`config.mk`:
```
export PLATFORM = sky130hd
export DESIGN_NAME = seg_scan_ctrl
export DESIGN_NICKNAME = d
export VERILOG_FILES = /design/src/rtl/seg_scan_ctrl.sv
export SDC_FILE = /design/constraint.sdc
export NUM_CORES = 1
export LEC_CHECK = 0
export CAP_MARGIN = 30
export CORE_UTILIZATION = 60
export CTS_BUF_LIST = sky130_fd_sc_hd__clkbuf_16
export DETAILED_ROUTE_END_ITERATION = 6
export HOLD_SLACK_MARGIN = 0.06
export PLACE_DENSITY = 0.84
export RECOVER_POWER = 100
export SLEW_MARGIN = 15
export SYNTH_ARGS = -nofsm -noshare
export SYNTH_HDL_FRONTEND = slang
export SYNTH_SLANG_ARGS = --single-unit
```
`constraint.sdc`:
```
create_clock -name i_mclk -period 4.9 [get_ports i_mclk]
set_input_delay 0.735 -clock i_mclk [delete_from_list [all_inputs] [get_ports i_mclk]]
set_output_delay 0.735 -clock i_mclk [all_outputs]
set_load 0.01 [all_outputs]
```
`src/rtl/seg_scan_ctrl.sv`:
```
// Dual 4-digit 7-segment scan controller. A shadow word from the I/O write port
// is committed to the display register only at a frame boundary, so a scan never tears.
module seg_scan_ctrl #(
  parameter int DIV   = 50000,
  parameter int BLANK = 4,
  parameter bit LZB   = 1'b0
) (
  input  logic        i_mclk,
  input  logic        i_reset,
  input  logic        i_wr_en,
  input  logic [31:0] i_wr_data,
  output logic        o_pending,
  output logic        o_commit,
  output logic [7:0]  D0_seg,
  output logic [7:0]  D1_seg,
  output logic [3:0]  D0_a,
  output logic [3:0]  D1_a
);

  localparam int CW = (DIV > 1) ? $clog2(DIV) : 1;

  logic [CW-1:0] cnt_q, cnt_d;
  logic [1:0]    slot_q, slot_d;
  logic [31:0]   shadow_q, shadow_d;
  logic [31:0]   disp_q, disp_d;
  logic          pending_q, pending_d;
  logic          commit_q, commit_d;
  logic [7:0]    d0_seg_q, d0_seg_d, d1_seg_q, d1_seg_d;
  logic [3:0]    d0_a_q, d0_a_d, d1_a_q, d1_a_d;

  logic          wrap, boundary, blank, on0, on1;
  logic [3:0]    anode, nib0, nib1;

  function automatic logic [7:0] hex7(input logic [3:0] n);
    case (n)
      4'h0: hex7 = 8'hC0;  4'h1: hex7 = 8'hF9;  4'h2: hex7 = 8'hA4;  4'h3: hex7 = 8'hB0;
      4'h4: hex7 = 8'h99;  4'h5: hex7 = 8'h92;  4'h6: hex7 = 8'h82;  4'h7: hex7 = 8'hF8;
      4'h8: hex7 = 8'h80;  4'h9: hex7 = 8'h90;  4'hA: hex7 = 8'h88;  4'hB: hex7 = 8'h83;
      4'hC: hex7 = 8'hC6;  4'hD: hex7 = 8'hA1;  4'hE: hex7 = 8'h86;  default: hex7 = 8'h8E;
    endcase
  endfunction

  // Digit k is lit unless leading-zero blanking finds nibbles k..3 all zero.
  function automatic logic digit_on(input logic [15:0] w, input logic [1:0] k);
    if (!LZB) begin
      digit_on = 1'b1;
    end else begin
      case (k)
        2'd0:    digit_on = 1'b1;
        2'd1:    digit_on = |w[15:4];
        2'd2:    digit_on = |w[15:8];
        default: digit_on = |w[15:12];
      endcase
    end
  endfunction

  always_comb begin
    wrap     = (cnt_q == CW'(DIV - 1));
    boundary = wrap && (slot_q == 2'd3);
    blank    = (cnt_q < CW'(BLANK));
    anode    = ~(4'b0001 << slot_q);
    nib0     = disp_q[{slot_q, 2'b00} +: 4];
    nib1     = disp_q[5'd16 + {1'b0, slot_q, 2'b00} +: 4];
    on0      = !blank && digit_on(disp_q[15:0], slot_q);
    on1      = !blank && digit_on(disp_q[31:16], slot_q);

    cnt_d     = wrap ? '0 : cnt_q + 1'b1;
    slot_d    = wrap ? slot_q + 2'd1 : slot_q;
    shadow_d  = shadow_q;
    disp_d    = disp_q;
    pending_d = pending_q;
    commit_d  = 1'b0;

    // Commit samples the pre-write shadow; a same-cycle write re-arms pending.
    if (boundary && pending_q) begin
      disp_d    = shadow_q;
      pending_d = 1'b0;
      commit_d  = 1'b1;
    end
    if (i_wr_en) begin
      shadow_d  = i_wr_data;
      pending_d = 1'b1;
    end

    d0_a_d   = on0 ? anode : 4'hF;
    d1_a_d   = on1 ? anode : 4'hF;
    d0_seg_d = on0 ? hex7(nib0) : 8'hFF;
    d1_seg_d = on1 ? hex7(nib1) : 8'hFF;
  end

  always_ff @(posedge i_mclk) begin
    if (i_reset) begin
      cnt_q     <= '0;
      slot_q    <= 2'd0;
      shadow_q  <= 32'h0;
      disp_q    <= 32'h0;
      pending_q <= 1'b0;
      commit_q  <= 1'b0;
      d0_seg_q  <= 8'hFF;
      d1_seg_q  <= 8'hFF;
      d0_a_q    <= 4'hF;
      d1_a_q    <= 4'hF;
    end else begin
      cnt_q     <= cnt_d;
      slot_q    <= slot_d;
      shadow_q  <= shadow_d;
      disp_q    <= disp_d;
      pending_q <= pending_d;
      commit_q  <= commit_d;
      d0_seg_q  <= d0_seg_d;
      d1_seg_q  <= d1_seg_d;
      d0_a_q    <= d0_a_d;
      d1_a_q    <= d1_a_d;
    end
  end

  assign o_pending = pending_q;
  assign o_commit  = commit_q;
  assign D0_seg    = d0_seg_q;
  assign D1_seg    = d1_seg_q;
  assign D0_a      = d0_a_q;
  assign D1_a      = d1_a_q;

endmodule

```
==> impl_metrics.ini, run 1 <==
[outcome]
outcome = finished with violations
violations = max-capacitance violations, max-slew violations

[worst_hold_path]
hold_end = disp_q[13]$_SDFFE_PP0P_
min_path_type = reg2reg
hold_depth = 2
hp-start = disp_q[13]$_SDFFE_PP0P_

[sta]
timing.final.hold_violations = 0
fin_crit_ns = 3.57
fin_crit_sh = 0.729
max_slew_margin = -0.525
finalSetupViolations = 0
slew_violations = 74
timing.fmax_mhz = 280
hold_slack_ns = 0.474
rsz0062_at_grt = false
fin_skew_ns = 0.00777
finalSetupTns_ns = 0
finalWorstSetupSlack_ns = 1.33
worst-slew-pin-transition_ns = 2.29

[cells_and_area]
final_cells = 638
drive_gt1_frac = 0.0994
fin_nets = 581
fillers = 635
multiInputGateArea_um2 = 2560
num_antenna_cells = 0
final_core_util = 0.685
design_area_um2 = 5690
syn2layout_area_growth_pct = 9.78
ff_latch_area_um2 = 2040

[synth]
yosysMostFrequentCell = dfxtp_1
synth_cells = 500
avgSynthCellArea_um2 = 10.4
synthesis.area_um2 = 5180
synth_flop_cell = dfxtp_1
synth-async-reset-ratio = 0
yosys.area.top_type = dfxtp_1
ys_ff_latch = 102
yosysWarnings = 0
synth-edff-count = 0
synth_cell_type_count = 52
ys_top_cells_by_area = dfxtp_1 39%, mux2i_1 8.9%, o31ai_2 6.5%
ys_top_cells_by_count = 102 x dfxtp_1, 54 x nor2_1, 46 x mux2i_1, 36 x a21oi_1, 36 x nand4_1
synth_top_cell_area_share = 0.394
yosysSeqAreaShare = 0.394

[placement]
hpwlAfterDp_um = 6870
gp_congestion = 0.793
portBuffers = 58
place_ws_ns = 2.12
placed_area_um2 = 5480
dp.cells = 622

[floorplanning]
ios = 61
die_area_um2 = 9010
initial_core_util = 0.624
num_rows = 33
core-area_um2 = 8300
die_w_um = 94.9
die_y_um = 94.9

[grt]
antenna_found_initial = 0
grt.overflow.total = 0
grt_pass1_wl_um = 17100
grt_use_total = 0.242
grt_pass1_vias = 3561
grt_max_degree = 40

[drt]
drcViolationCount = 0
dr.pass1.iters = 5
route.vias.total = 3874
wl_um = 10300
viasPerCell = 6.07
wl_per_cell_um = 16.1
drt_iter0_drc = 282
ant_nets = 0

[power]
power.density_nw_per_um2 = 279
power_mw = 1.59
max-vdd-ir-drop_mv = 0.210
power.leakage_nw = 1.96

[clocking]
clockRootBuffer = clkbuf_16
clock_path_buffers = 2
cts_setup_buffers = 0
cts.repair.resized = 0
holdBufCountCts = 0
htree_levels = 3
clkSlewWorstSetupHoldPaths_ns = 0.06
clk_latency_ns = 0.34
cts_tree = done
cts_sinks = 102
numCtsBuffers = 9

[worst_setup_path]
crit_path_end_kind = register
r2r_end = D1_seg[0]$_SDFF_PP1_
path_class = in2reg
r2r_slack_ns = 2.32
crit_fanout = 39
worstRegToRegCells = 7
cp.required_ns = 5.11
worstSetupStartpointType = input pin
worst_ep_arrival_time_ns = 3.78
r2r_start = slot_q[0]$_SDFFE_PP0N_

[job]
drv_cap = 3
[final cells by class]
class	count	share of cell area
Multi-Input combinational cell	337	0.451
Sequential cell	102	0.359
Timing Repair Buffer	65	0.112
Clock buffer	9	0.0396
Tap cell	105	0.0231
Inverter	14	0.00924
Clock inverter	6	0.00550
[worst max-delay path, stage by stage]
cell	delay, ns
clkbuf_1	1.05
clkbuf_1	1.39
o21bai_4	0.46
nor2_1	0.10
[logic make-up (layout without fill, tap and decap cells)]
family,count (synthesis),after routing,synth area share
xor gates and xnor gates,17,17,0.0287
adders and majority gates,17,17,0.0411
buffers and inverters,62,94,0.100
DFF,102,102,0.394
muxes,60,60,0.133
AOI/OAI and AO/OA,97,97,0.155
other,1,2,0.000724
and+or+nand+nor,144,144,0.147
[flip-flops by register name (all words and copies together) (netlist names)]
register   flops
disp_q        32
slot_q         2
D0_seg         7
o_pending      1
D1_seg         7
shadow_q      32
cnt_q         16
D1_a           4
o_commit       1
[layout by cell type (no fill, tap or decap), drive strengths merged, types with 6 or more instances in the layout]
cell type      count
buf                6
ha                17
nand2             13
a21oi             36
mux2               6
xnor2             13
nand4             37
dlygate4sd3       24
inv               14
nor2              54
o311ai             6
mux4               6
nand3              8
nor3               8
dfxtp            102
clkdlybuf4s50     32
clkbuf            12
o31ai             35
mux2i             48
[where the power goes]
group | total [mW] | internal (mW) | leakage (nW) | switching [mW]
Clock | 0.629 | 0.335 | 0.124 | 0.294
Combinational | 0.0930 | 0.0520 | 1.01 | 0.0410
Sequential | 0.866 | 0.851 | 0.830 | 0.0146
[how the worst max path moves through the flow]
| stage | start | to |
|---|---|---|
| floorplan | slot_q[0]$_SDFFE_PP0N_ | D0_seg[0]$_SDFF_PP1_ |
| global placement | slot_q[0]$_SDFFE_PP0N_ | D0_seg[0]$_SDFF_PP1_ |
| detailed placement | slot_q[0]$_SDFFE_PP0N_ | D0_seg[0]$_SDFF_PP1_ |
| CTS | slot_q[0]$_SDFFE_PP0N_ | D0_seg[0]$_SDFF_PP1_ |
| global route | i_reset | cnt_q[11]$_SDFF_PP0_ |
| finish | i_reset | cnt_q[4]$_SDFF_PP0_ |
[per-layer routing]
metal	vias up	track usage	wire, um	share of wire
met5	-	0	0	0
met4	0	0.0770	144	0.014
met3	13	0.0419	472	0.046
met2	108	0.391	4830	0.47
met1	1880	0.329	4850	0.47
li1	1873	-	-	-
Note: power is estimated with default switching activity, not from simulation.
==> run 2, diff against run 1 <==
Settings changed: CORE_UTILIZATION 60 to 56, PLACE_DENSITY 0.84 to 0.79.
Clock period 4.9 ns to 3.3 ns, I/O delays scaled along.
==> run 2 against run 1 <==
  * The run ends with design-rule violations, max-capacitance violations, max-slew violations left
  * Cell area up 0.13%
  * Total power up 55%
  * Wire length up 0.23%
  * Largest cell class unchanged
  * Cell count up 1.1%
  * Largest power group unchanged
  * Non-clock buffer count up 3
  * Worst hold slack worse by 0.0034 ns
  * Critical path depth up 2
  * Clock skew up 0.0016 ns
==> impl_metrics.ini, run 2 (synthesis results as in run 1) <==
[outcome]
outcome = finished with violations
violations = design-rule violations, max-capacitance violations, max-slew violations

[worst_setup_path]
r2r_start = cnt_q[0]$_SDFF_PP0_
path_class = reg2reg
worstRegToRegCells = 6
crit_path_end_kind = register
worst_ep_arrival_time_ns = 2.75
cp.required_ns = 3.47
worstSetupStartpointType = register
r2r_slack_ns = 0.72
r2r_end = cnt_q[12]$_SDFF_PP0_
crit_fanout = 37

[grt]
top_usage_layer = met2
grt_max_degree = 46
antenna_found_initial = 0
grt.met1_usage = 0.301
grtUsageMet3 = 0.0408
grt_pass1_wl_um = 17600
grtUsageMet2 = 0.367
grt_pass1_vias = 3719
grt.overflow.total = 0
grt_use_total = 0.223

[power]
power.density_nw_per_um2 = 431
max-vdd-ir-drop_mv = 0.273
power.leakage_nw = 2.00

[clocking]
cts_tree = done
clk_latency_ns = 0.34
clkSlewWorstSetupHoldPaths_ns = 0.07
clock_path_buffers = 2
cts_setup_buffers = 0
cts_sinks = 102
holdBufCountCts = 0
htree_levels = 3
clockRootBuffer = clkbuf_16
cts.repair.resized = 0
numCtsBuffers = 9

[cells_and_area]
final_core_util = 0.644
fillers = 720
fin_nets = 584
drive_gt1_frac = 0.0987
syn2layout_area_growth_pct = 9.93
mostFrequentLayoutCell = dfxtp_1
design_area_um2 = 5690
top_regs = disp_q: 32 flops, shadow_q: 32 flops, cnt_q: 16 flops
final_cell_mix = 102 x dfxtp_1, 54 x nor2_1, 46 x mux2i_1
final_cells = 645
num_antenna_cells = 0

[job]
drv_cap = 1

[sta]
fin_crit_ns = 2.58
finalSetupViolations = 0
worst-slew-pin-transition_ns = 1.92
timing.final.hold_violations = 0
finalSetupTns_ns = 0
fin_skew_ns = 0.00938
rsz0062_at_grt = false
max_slew_margin = -0.281
fin_crit_sh = 0.781
timing.fmax_mhz = 388
slew_violations = 46

[worst_hold_path]
hold_depth = 2
hp-start = disp_q[25]$_SDFFE_PP0P_
min_path_type = reg2reg
hold_end = disp_q[25]$_SDFFE_PP0P_

[floorplanning]
die_w_um = 98.2
die_area_um2 = 9640
die_y_um = 98.2
initial_core_util = 0.585
num_rows = 34
ios = 61
core-area_um2 = 8850

[drt]
drt_iter0_drc = 231
wl_um = 10300
wl_per_cell_um = 16.0
viasPerCell = 5.95
route.vias.total = 3838
dr.pass1.iters = 6
drcViolationCount = 6
ant_nets = 0

[placement]
hpwlAfterDp_um = 7040
dp.cells = 629
placed_area_um2 = 5520
portBuffers = 58
gp_congestion = 0.846
run 2: worst max path at each step:
stage,startpoint,endpoint,depth (start not counted)
CTS,slot_q[0]$_SDFFE_PP0N_,D0_seg[0]$_SDFF_PP1_,7
finish,cnt_q[0]$_SDFF_PP0_,cnt_q[12]$_SDFF_PP0_,6
global route,cnt_q[0]$_SDFF_PP0_,cnt_q[12]$_SDFF_PP0_,6
floorplan,slot_q[0]$_SDFFE_PP0N_,D0_seg[0]$_SDFF_PP1_,8
detailed placement,slot_q[0]$_SDFFE_PP0N_,D0_seg[0]$_SDFF_PP1_,7
global placement,cnt_q[10]$_SDFF_PP0_,disp_q[20]$_SDFFE_PP0P_,5
run 2: worst max-delay path, stage by stage (launching register included):
cell	delay, ns
dfxtp_1	0.40
ha_1	0.29
and3_1	0.32
nand4b_4	0.11
buf_4	0.29
o21bai_1	0.87
nor2_1	0.13
run 2: cell type report:
type | instances | area [um2] | area share
multi-input combinational | 337 | 2510 | 0.441
sequential | 102 | 2040 | 0.359
timing repair buffer | 68 | 659 | 0.116
clock buffer | 9 | 225 | 0.0396
tap | 108 | 135 | 0.0237
clock inverter | 7 | 66.3 | 0.0116
inverter | 14 | 52.6 | 0.00923
run 2: metal layers:
layer,vias to the layer above,part of all wire
met5,-,0
met3,9,0.044
li1,1881,-
met1,1841,0.48
met4,0,0.010
met2,107,0.47
run 2: stage by stage:
stage               hold slack [ns]  worst slack, ns  power [mW]
floorplan                     0.439             1.13        1.39
global placement              0.452             1.23        1.45
detailed placement            0.458             1.05        1.45
CTS                           0.467             1.03        2.47
global route                  0.494            0.500        2.54
finish                        0.470            0.724        2.45
run 2: where the power goes:
part           internal [mW]  switching (mW)
Clock                  0.584           0.451
Combinational         0.0739          0.0592
Sequential              1.26          0.0213
Total                   1.92           0.531
==> run 3, diff against run 2 <==
Clock period 3.3 ns to 2.61 ns, I/O delays scaled along.
==> run 3 against run 2 <==
  * The flow finishes with violations (design-rule violations)
  * First-iteration DRC count grew 6.1%
  * Global-route usage shrank 0.22 points
  * Sequential share of layout area is essentially flat
  * Clock skew shrank 0.0014 ns
  * Fmax grew 12%
  * Sequential cell count is the same
  * Clock power grew 31%
  * Sequential power grew 26%
  * Die area is the same
  * Cell count grew 0.31%
  * Combinational power grew 28%
  * Non-clock buffer count grew 2
  * Critical path type unchanged
  * Largest cell class unchanged
  * Largest power group unchanged
==> impl_metrics.ini, run 3 (synthesis results as in run 1) <==
[outcome]
outcome = finished with violations
violations = design-rule violations

[grt]
antenna_found_initial = 0
grt_max_degree = 43
grt_pass1_wl_um = 17400
grt_use_total = 0.221
grt.overflow.total = 0
grt_pass1_vias = 3651

[cells_and_area]
top_regs = disp_q: 32 flops, shadow_q: 32 flops, cnt_q: 16 flops
final_cell_mix = 102 x dfxtp_1, 54 x nor2_1, 48 x mux2i_1
num_antenna_cells = 0
syn2layout_area_growth_pct = 9.98
fillers = 738
drive_gt1_frac = 0.104
fin_nets = 586
mostFrequentLayoutCell = dfxtp_1

[placement]
gp_congestion = 0.858
portBuffers = 58
hpwlAfterDp_um = 6980
place_ws_ns = 0.355

[power]
p_sw_frac = 0.224
power.density_nw_per_um2 = 552
clockPowerShare = 0.430
switching_power_mw = 0.705
p_int_mw = 2.44
comb_power_share = 0.054
max-vdd-ir-drop_mv = 0.301
power.leakage_nw = 2.02
pwr-share-seq = 0.516

[sta]
worst-slew-pin-transition_ns = 1.36
slew_violations = 0
finalSetupViolations = 0
timing.fmax_mhz = 436
finalSetupTns_ns = 0
finalWorstSetupSlack_ns = 0.319
max_slew_margin = 0.0957
rsz0062_at_grt = false
fin_crit_sh = 0.878
fin_crit_ns = 2.29
timing.final.hold_violations = 0
fin_skew_ns = 0.00800

[floorplanning]
die_y_um = 98.2
die_area_um2 = 9640
ios = 61
core-area_um2 = 8850
die_w_um = 98.2
initial_core_util = 0.585
num_rows = 34

[clocking]
cts_tree = done
clkSlewWorstSetupHoldPaths_ns = 0.07
cts.repair.resized = 0
numCtsBuffers = 9
clockRootBuffer = clkbuf_16
clock_path_buffers = 2
cts_setup_buffers = 0
clk_latency_ns = 0.34
holdBufCountCts = 0
htree_levels = 3
cts_sinks = 102

[drt]
viasPerCell = 5.96
drt_iter0_drc = 245
dr.pass1.iters = 7
drcViolationCount = 5
ant_nets = 0
wl_um = 10500
route.vias.total = 3855
wl_per_cell_um = 16.2

[worst_setup_path]
r2r_end = disp_q[30]$_SDFFE_PP0P_
slowest_delay_ns = 0.54
crit_chain = buf_4 -> ha_1 -> and2_1 -> clkbuf_2 -> nand4_1 -> a21oi_1
crit_path_end_kind = register
cp.required_ns = 2.86
cp-startpoint = slot_q[0]$_SDFFE_PP0N_
r2r_slack_ns = 0.32
crit_end = disp_q[30]$_SDFFE_PP0P_
crit_slowest_cell = clkbuf_2
worst_ep_arrival_time_ns = 2.54
worstRegToRegCells = 6
r2r_start = slot_q[0]$_SDFFE_PP0N_
crit_fanout = 32
worstSetupStartpointType = register
path_class = reg2reg

[worst_hold_path]
min_path_type = reg2reg
hp-start = disp_q[29]$_SDFFE_PP0P_

[job]
drv_cap = 0
[run 3: through the flow]
stage	std cells	hold WS, ns	power [mW]	util	instance area (um2)
after floorplan	501	0.439	1.75	-	5180
after global placement	631	0.455	1.83	0.625	5530
after detailed placement	631	0.459	1.84	0.625	5530
after CTS	647	0.469	3.17	0.659	5830
after global routing	647	0.491	3.25	0.644	5700
final	647	0.473	3.15	0.644	5700
[run 3: final cells by class]
| cell class | instances | area, um2 | share of cell area |
|---|---|---|---|
| clock inverter | 7 | 73.8 | 0.0130 |
| multi-input combinational | 337 | 2520 | 0.442 |
| sequential | 102 | 2040 | 0.358 |
| clock buffer | 9 | 225 | 0.0395 |
| tap | 108 | 135 | 0.0237 |
| inverter | 14 | 52.6 | 0.00922 |
| timing repair buffer | 70 | 652 | 0.114 |
[run 3: power by group through the flow]
stage                     logic, mW  registers [mW]  clock network [mW]
final                         0.170            1.62                1.35
after global routing          0.186            1.63                1.43
after CTS                     0.177            1.62                1.37
after detailed placement      0.176            1.66                   0
after global placement        0.170            1.66                   0
after floorplan              0.0993            1.66                   0
[run 3: worst max-delay path: cells and delay by family (launching register included)]
| family | cells | cell delay [ns] |
|---|---|---|
| buf+inv | 2 | 0.80 |
| simple gates | 2 | 0.42 |
| compound gates | 1 | 0.20 |
| fa+ha+maj | 1 | 0.25 |
| flops | 1 | 0.52 |
[run 3: how the worst min path moves through the flow]
stage	to	cells past startpoint
floorplan	disp_q[8]$_SDFFE_PP0P_	2
global placement	disp_q[0]$_SDFFE_PP0P_	2
finish	disp_q[29]$_SDFFE_PP0P_	2
detailed placement	disp_q[29]$_SDFFE_PP0P_	2
global route	disp_q[1]$_SDFFE_PP0P_	2
CTS	disp_q[29]$_SDFFE_PP0P_	2
[run 3: layer usage]
metal  up-vias  wire length, um  global-route usage
li1       1891                -                   -
met5         -                0                   0
met4         0              158              0.0884
met1      1842             4920               0.302
met3        13              447              0.0258
met2       109             4940               0.358
